`config.mk`:
```
export PLATFORM = sky130hd
export DESIGN_NAME = pipeline_hazard_ctrl
export DESIGN_NICKNAME = d
export VERILOG_FILES = /design/src/rtl/pipeline_hazard_ctrl.sv
export SDC_FILE = /design/constraint.sdc
export NUM_CORES = 1
export LEC_CHECK = 0
export CORE_ASPECT_RATIO = 0.5
export CORE_MARGIN = 2
export CORE_UTILIZATION = 50
export CTS_CLUSTER_SIZE = 25
export DETAILED_ROUTE_END_ITERATION = 6
export PLACE_DENSITY = 0.82
export SLEW_MARGIN = 20
export SYNTH_ARGS = -nofsm -noshare
export SYNTH_HDL_FRONTEND = slang
export SYNTH_SLANG_ARGS = --single-unit
```
`constraint.sdc`:
```
create_clock -name clk -period 5.8 [get_ports clk]
set_clock_uncertainty 0.05 [all_clocks]
set_input_delay 1.16 -clock clk [delete_from_list [all_inputs] [get_ports clk]]
set_output_delay 1.16 -clock clk [all_outputs]
set_load 0.02 [all_outputs]
```
`src/rtl/pipeline_hazard_ctrl.sv`:
```
// Pipeline freeze/flush control with SRAM access sequencing and watchdog.
// Define PIPE_FORWARDING_EN to stall only on load-use hazards.
module pipeline_hazard_ctrl #(
   parameter int TIMEOUT = 255,
   parameter int CNT_W   = 16
) (
   input  logic             clk,
   input  logic             rst,
   input  logic [3:0]       id_src1,
   input  logic [3:0]       id_src2,
   input  logic             id_use_src1,
   input  logic             id_two_src,
   input  logic [3:0]       exe_dest,
   input  logic             exe_wb_en,
   input  logic             exe_mem_r_en,
   input  logic [3:0]       mem_dest,
   input  logic             mem_wb_en,
   input  logic             branch_taken,
   input  logic             mem_req,
   input  logic             sram_ready,
   output logic             sram_start,
   output logic             freeze_pc,
   output logic             freeze_ifid,
   output logic             flush_ifid,
   output logic             flush_idex,
   output logic             freeze_exmem,
   output logic             mem_bubble,
   output logic             mem_err,
   output logic [CNT_W-1:0] stall_cnt
);

   localparam int WAIT_W = (TIMEOUT < 1) ? 1 : $clog2(TIMEOUT + 1);
   localparam logic [WAIT_W-1:0] WAIT_MAX = WAIT_W'(TIMEOUT);

   typedef enum logic {
      MEM_IDLE,
      MEM_BUSY
   } mem_state_t;

   mem_state_t        state_reg;
   logic [WAIT_W-1:0] wait_cnt_reg;
   logic              mem_err_reg;
   logic [CNT_W-1:0]  stall_cnt_reg;

   // Index 0 is src1, index 1 is src2.
   logic [1:0][3:0] id_src;
   logic [1:0]      src_used;
   logic [1:0]      exe_hit;

   assign id_src   = {id_src2, id_src1};
   assign src_used = {id_two_src, id_use_src1};

   genvar gi;
   generate
      for (gi = 0; gi < 2; gi++) begin : g_exe_hit
         assign exe_hit[gi] = src_used[gi] & (id_src[gi] == exe_dest);
      end
   endgenerate

   logic hazard;

`ifdef PIPE_FORWARDING_EN
   assign hazard = exe_wb_en & exe_mem_r_en & (|exe_hit);
`else
   logic [1:0] mem_hit;

   generate
      for (gi = 0; gi < 2; gi++) begin : g_mem_hit
         assign mem_hit[gi] = src_used[gi] & (id_src[gi] == mem_dest);
      end
   endgenerate

   assign hazard = (exe_wb_en & (|exe_hit)) | (mem_wb_en & (|mem_hit));
`endif

   logic mem_idle;
   logic mem_busy;
   logic timeout_hit;
   logic mem_wait;

   // No access may be launched while reset is held.
   assign mem_idle    = (state_reg == MEM_IDLE) & rst;
   assign mem_busy    = (state_reg == MEM_BUSY);
   assign timeout_hit = mem_busy & ~sram_ready & (wait_cnt_reg == WAIT_MAX);
   assign mem_wait    = (mem_idle & mem_req) | (mem_busy & ~sram_ready & ~timeout_hit);

   assign sram_start   = mem_idle & mem_req;
   assign freeze_pc    = mem_wait | (~branch_taken & hazard);
   assign freeze_ifid  = freeze_pc;
   assign flush_ifid   = ~mem_wait & branch_taken;
   assign flush_idex   = ~mem_wait & (branch_taken | hazard);
   assign freeze_exmem = mem_wait;
   // An abandoned access must not write back garbage.
   assign mem_bubble   = mem_wait | timeout_hit;
   assign mem_err      = mem_err_reg;
   assign stall_cnt    = stall_cnt_reg;

   always_ff @(posedge clk or negedge rst) begin
      if (!rst) begin
         state_reg    <= MEM_IDLE;
         wait_cnt_reg <= '0;
         mem_err_reg  <= 1'b0;
      end else begin
         case (state_reg)
            MEM_IDLE: begin
               if (mem_req) begin
                  state_reg    <= MEM_BUSY;
                  wait_cnt_reg <= '0;
               end
            end
            MEM_BUSY: begin
               if (sram_ready) begin
                  state_reg <= MEM_IDLE;
               end else if (timeout_hit) begin
                  state_reg   <= MEM_IDLE;
                  mem_err_reg <= 1'b1;
               end else begin
                  wait_cnt_reg <= wait_cnt_reg + 1'b1;
               end
            end
            default: state_reg <= MEM_IDLE;
         endcase
      end
   end

   always_ff @(posedge clk or negedge rst) begin
      if (!rst) begin
         stall_cnt_reg <= '0;
      end else if (freeze_pc && (stall_cnt_reg != {CNT_W{1'b1}})) begin
         stall_cnt_reg <= stall_cnt_reg + 1'b1;
      end
   end

endmodule

```
# Word level (Yosys, flattened, before mapping)
# Cells that the tools add are included.
# Widths: inputs -> output; s select.
# totals
output_inout_bits,24
ff_bits,26
inputBits,26
# op_classes
n_reduce_logical,5
n_addsub,2
bitwise,24
muxes,8
eq_ne,9
# ops
cell,count
$mux 8,3
$add 16x1->16 const B,1
$eq 4x4->1,4
$ne 16x16->1 const B,1
$pmux 8 s2,1
$and 1x1->1,14
$add 8x1->8 const B,1
$eq 8x8->1 const B,1
$ne 2x2->1 const B,3
$reduce_and 3->1,2
$not 1->1,5
$or 1x1->1,5
$reduce_or 2->1,2
$mux 1,3
$pmux 1 s2,1
$logic_and 1x1->1,1

# Depth between registers and ports, before layout
# Gate-level depths: netlist of the first run.
# logic_depth
depth_word,8
mapped_depth,7
ltp_nobuf,7

# Worst setup path after synthesis of the first run
# Ideal clock, no wire load.
# synth_path
kind,input -> output
startpoint,in exe_dest[0]
endpoint,out freeze_pc
setup_slack_ns,1.922
cell_stages,7
t_arrival_ns,2.668
path_buffers,2
path_cell_list,inv_1 a222oi_1 or4b_4 a41oi_4 buf_6 or2_2 buf_4
# synth_via
elab_chain_len,7
word_cells_on_any_way,9
classes_between,eq/ne (2); bitwise (6); reduce/logical (1)
# synth_lines
element,line,text
from (decl),13,"input logic [3:0] exe_dest,"
$eq 4x4->1,56,assign exe_hit[gi] = src_used[gi] & (id_src[gi] == exe_dest);
$and 1x1->1,56,
$reduce_or 2->1 (*),73,assign hazard = (exe_wb_en & (|exe_hit)) | (mem_wb_en & (|mem_hit));
$and 1x1->1 (*),73,
$or 1x1->1 (*),73,
$and 1x1->1 (*),88,assign freeze_pc = mem_wait | (~branch_taken & hazard);
$or 1x1->1 (*),88,
to (decl),22,"output logic freeze_pc,"
# Every way passes the cells marked *; elsewhere a longest branch is shown, timed or not.

# Worst setup path in the final report of the first run
# layout_path
startpoint,in exe_dest[0]
endpoint,out freeze_ifid
# layout_via
elab_chain_len,7
word_cells_on_any_way,9
classes_between,eq/ne (2); bitwise (6); reduce/logical (1)
# layout_lines
element,line,text
$eq 4x4->1,56,
$and 1x1->1,56,
$reduce_or 2->1 (*),73,
$and 1x1->1 (*),73,
$or 1x1->1 (*),73,
$and 1x1->1 (*),88,
$or 1x1->1 (*),88,
to (decl),23,"output logic freeze_ifid,"
# Marks and branches as above.

==> key figures, run 1 <==
Worst setup path
  • Critical path peak fanout: 16
  • Class of the most critical setup path: input port to primary output
  • Critical Path Max Stage Delay: 0.59 ns
  • Most numerous cell on the critical path: sky130_fd_sc_hd__clkdlybuf4s50_1
  • Critical path required time: 4.59 ns
  • Cell at the slowest stage of the critical path: sky130_fd_sc_hd__clkdlybuf4s50_1
  • Critical path depth in cells: 7
  • Critical path cell sequence: clkdlybuf4s50_1 > inv_1 > a222oi_1 > or4b_4 > a41oi_4 > or2_2 > clkdlybuf4s50_1
  • Count of buffering cells on the critical path with inverters included: 3
  • Crit path capture type: primary output
  • Sort of element at the start of the critical path: input port
  • Largest delay contributor family on the critical path: buffers and inverters
  • CP arrival: approximately 3.7 ns
  • Worst R2R Path Depth: 6

Final layout
  • Most frequent cells in the layout: sky130_fd_sc_hd__clkdlybuf4s50_1 (48), sky130_fd_sc_hd__dfrtp_1 (26), sky130_fd_sc_hd__xnor2_1 (17), sky130_fd_sc_hd__nand2_1 (12), sky130_fd_sc_hd__xor2_1 (12)
  • Nets@finish: 238
  • Most common cell after layout, fill and taps aside: sky130_fd_sc_hd__clkdlybuf4s50_1
  • Max reg flops: 16
  • Area Growth Syn to Fin: 35.93%
  • Diodes inserted: 0
  • Ratio of cells with drive above 1 in the final layout: 0.09569

Power
  • Switching power summed over all nets: about 0.19 mW
  • Net Sw Frac: 0.3191
  • Part of the total power dissipated in sequential elements: 0.414
  • Total Power Consumption: 0.5945 mW
  • Total power density per cell area: 274.8 nW/um^2
  • Internal power component: 0.4048 mW
  • IR drop worst, VDD: 0.1786 mV
  • Combinational Power Share: 0.337
  • Static Leak: 0.9160 nW
  • Clock power frac: 0.249

Timing
  • Share of the clock period used by the worst path after layout: 0.8519
  • Setup violation total in the final timing report: 0
  • Worst Max-Slew Pin Slew: approximately 0.56 ns
  • Achievable Freq: 202.4 MHz
  • Final number of hold-violating endpoints: 0
  • Final Max Slew Viols: 0
  • RSZ-0062 raised after global routing: false
  • Setup Total Neg Slack: 0 ns
  • Relative slew slack: 0.6282
  • Minimum clock period: between 4 and 5 ns

Synthesis
  • Post-synthesis instance total: approximately 160
  • Share of the synthesized area in the top cell type: 0.4088
  • Most used flip-flop cell after synthesis: sky130_fd_sc_hd__dfrtp_1
  • FF+latch count, synth: 26
  • Dominant cell type by area after synthesis: sky130_fd_sc_hd__dfrtp_1
  • Async set or reset register ratio after synthesis: 1.000
  • Distinct cell type count of the synthesized netlist: 39
  • Biggest area contributors in the synthesized netlist: sky130_fd_sc_hd__dfrtp_1 (41%), sky130_fd_sc_hd__xnor2_1 (9.4%), sky130_fd_sc_hd__xor2_1 (6.6%)
  • Syn nets: around 190
  • Mapped cell area: approximately 1600 sq um
  • Sequential area share after synthesis: 0.4088
  • Synth Warn #: 0
  • Mapped Avg Cell Area: between 9 and 10 sq um
  • EDFF count, synth: 0

Detailed routing
  • First-pass DRT Iterations: 4
  • Average vias per placed instance: around 5.4
  • DR vias: 1,356
  • Average wire per cell in the routed design: 14.55 um
  • Number of DRC violations after detailed-routing iteration 0: 97
  • Post-route DRC: 0
  • Total wire length after detailed routing: 3623 um
  • Antenna Violating Nets Remaining: 0

Clock network
  • Clock tree from TritonCTS: done
  • Number of hold buffers added after cts: 0
  • Clk_lat worst skew: between 0.2 and 0.3 ns
  • Cell chosen for the clock root: sky130_fd_sc_hd__clkbuf_8
  • Total clock sinks: 26
  • Clk slew on worst S/H paths: ~0.090 ns
  • Post-cts sizing count: 0
  • Longest Clk Path Bufs: 2
  • Clock buffer count from CTS: 3
  • Maximum level of the CTS H-tree: 1
  • Post-CTS setup buffer count: 0

Placed design
  • Input/output buffers: 48
  • Hpwl dp: 2669 um
  • Final weighted congestion in routability-driven placement: 0.8267

GRT
  • Largest net degree at the start of global routing: 28
  • Global-route wire length before repair: 6154 um
  • Total routing resource utilization after global routing: 0.2075
  • Number of global-route vias before repair: 1,341
  • Sum of overflow across all layers after global routing: 0
  • Grt met1 use: 0.2602
  • GR peak layer: met2
  • GR met3 Demand/Resource: 0.04190
  • Met2 track demand over resource: 0.3840
  • Number of antenna violations at the first check in global routing: 0

Floorplanning
  • Die span in y: 43.90 um
  • Initial cell density of the core: 0.5282
  • Area of the placeable core: between 3000 and 4000 sq um
  • Total Die Area: around 3700 sq um
  • Row count: 14
  • Die W: approximately 84 um
  • Num ports: 50

Status
  • Outcome: finished, final reports clean

Job
  • Number of max-capacitance violations reported: 0

Hold path
  • Path class of the lowest-slack min-delay path: flip-flop to flip-flop
  • Cells on Worst Hold Path: 1
==> synthesized netlist by cell type (2+ instances only) <==
master	instances
sky130_fd_sc_hd__o21ai_0	5
sky130_fd_sc_hd__buf_6	2
sky130_fd_sc_hd__nand4_1	4
sky130_fd_sc_hd__nor2_1	11
sky130_fd_sc_hd__o2111ai_1	3
sky130_fd_sc_hd__nand2b_1	2
sky130_fd_sc_hd__dfrtp_1	26
sky130_fd_sc_hd__ha_1	2
sky130_fd_sc_hd__nand2_1	12
sky130_fd_sc_hd__nand3_1	8
sky130_fd_sc_hd__o21ai_2	2
sky130_fd_sc_hd__a21oi_1	2
sky130_fd_sc_hd__and3_1	7
sky130_fd_sc_hd__inv_1	6
sky130_fd_sc_hd__o211ai_1	7
sky130_fd_sc_hd__nor2b_1	3
sky130_fd_sc_hd__and4_2	2
sky130_fd_sc_hd__clkbuf_1	2
sky130_fd_sc_hd__nor3_1	4
sky130_fd_sc_hd__xnor2_1	17
sky130_fd_sc_hd__mux2_2	5
sky130_fd_sc_hd__xor2_1	12
==> power by group through the flow <==
stage | clock, mW | combinational, mW | sequential, mW
floorplan | 0 | 0.0852 | 0.266
global placement | 0 | 0.194 | 0.246
detailed placement | 0 | 0.201 | 0.248
CTS | 0.152 | 0.202 | 0.245
global route | 0.159 | 0.218 | 0.251
finish | 0.148 | 0.200 | 0.246
==> path summary, 6_finish.rpt <==
kind | end | start | slack (ns)
min | mem_err | mem_err | 0.42
min in group asynchronous | wait_cnt_reg[0] | rst | 1.21
min reg2reg | mem_err | mem_err | 0.42
max reg2reg | stall_cnt[13] | wait_cnt_reg[0] | 3.56
max in group asynchronous | wait_cnt_reg[7] | rst | 4.23
max | freeze_ifid | exe_dest[0] | 0.86
==> per-stage QoR <==
step	hold WS (ns)	cell area, sq um	setup slack (ns)	utilization	std cells
global placement	0.4011	2092	0.8653	0.6944	245
global route	0.4394	2163	0.7241	0.7180	249
finish	0.4187	2163	0.8591	0.7180	249
detailed placement	0.4053	2092	0.8413	0.6944	245
floorplan	0.4295	1592	1.922	-	161
CTS	0.4259	2163	0.8408	0.7180	249
==> cell type report <==
cell class | count | area, sq um
Sequential cell | 26 | 650.6
Clock inverter | 1 | 30.03
Clock buffer | 3 | 41.29
Inverter | 6 | 22.52
Tap cell | 40 | 50.05
Multi-Input combinational cell | 124 | 880.8
Timing Repair Buffer | 49 | 488.0
Fill cell | 229 | 849.6
==> cells by family (layout without fill, tap and decap cells) <==
group                      count (synthesis)  count (layout)  share of synthesized area
and+or+nand+nor                           62              62                     0.2115
xor gates and xnor gates                  29              29                     0.1596
AOI/OAI and AO/OA                         26              26                     0.1313
DFF                                       26              26                     0.4088
buffers and inverters                     11              59                    0.03774
muxes                                      5               5                    0.03537
adders and majority gates                  2               2                    0.01572
==> routing by layer <==
metal,wire (um),share of wire
met1,1673,0.46
met4,21,0.0058
met2,1758,0.49
met3,170,0.047
met5,0,0
(Power assumes the default switching activity.)
==> inputs of run 2 (changes only) <==
ABC_AREA = 0   (was unset)
==> results of run 2 <==
Same layout as run 1: the final DEF is identical, and so are final timing and power.
==> inputs of run 3 (changes only) <==
SKIP_CTS_REPAIR_TIMING = 1   (was unset)
==> results of run 3 <==
Same layout as run 1: the final DEF is identical, and so are final timing and power.
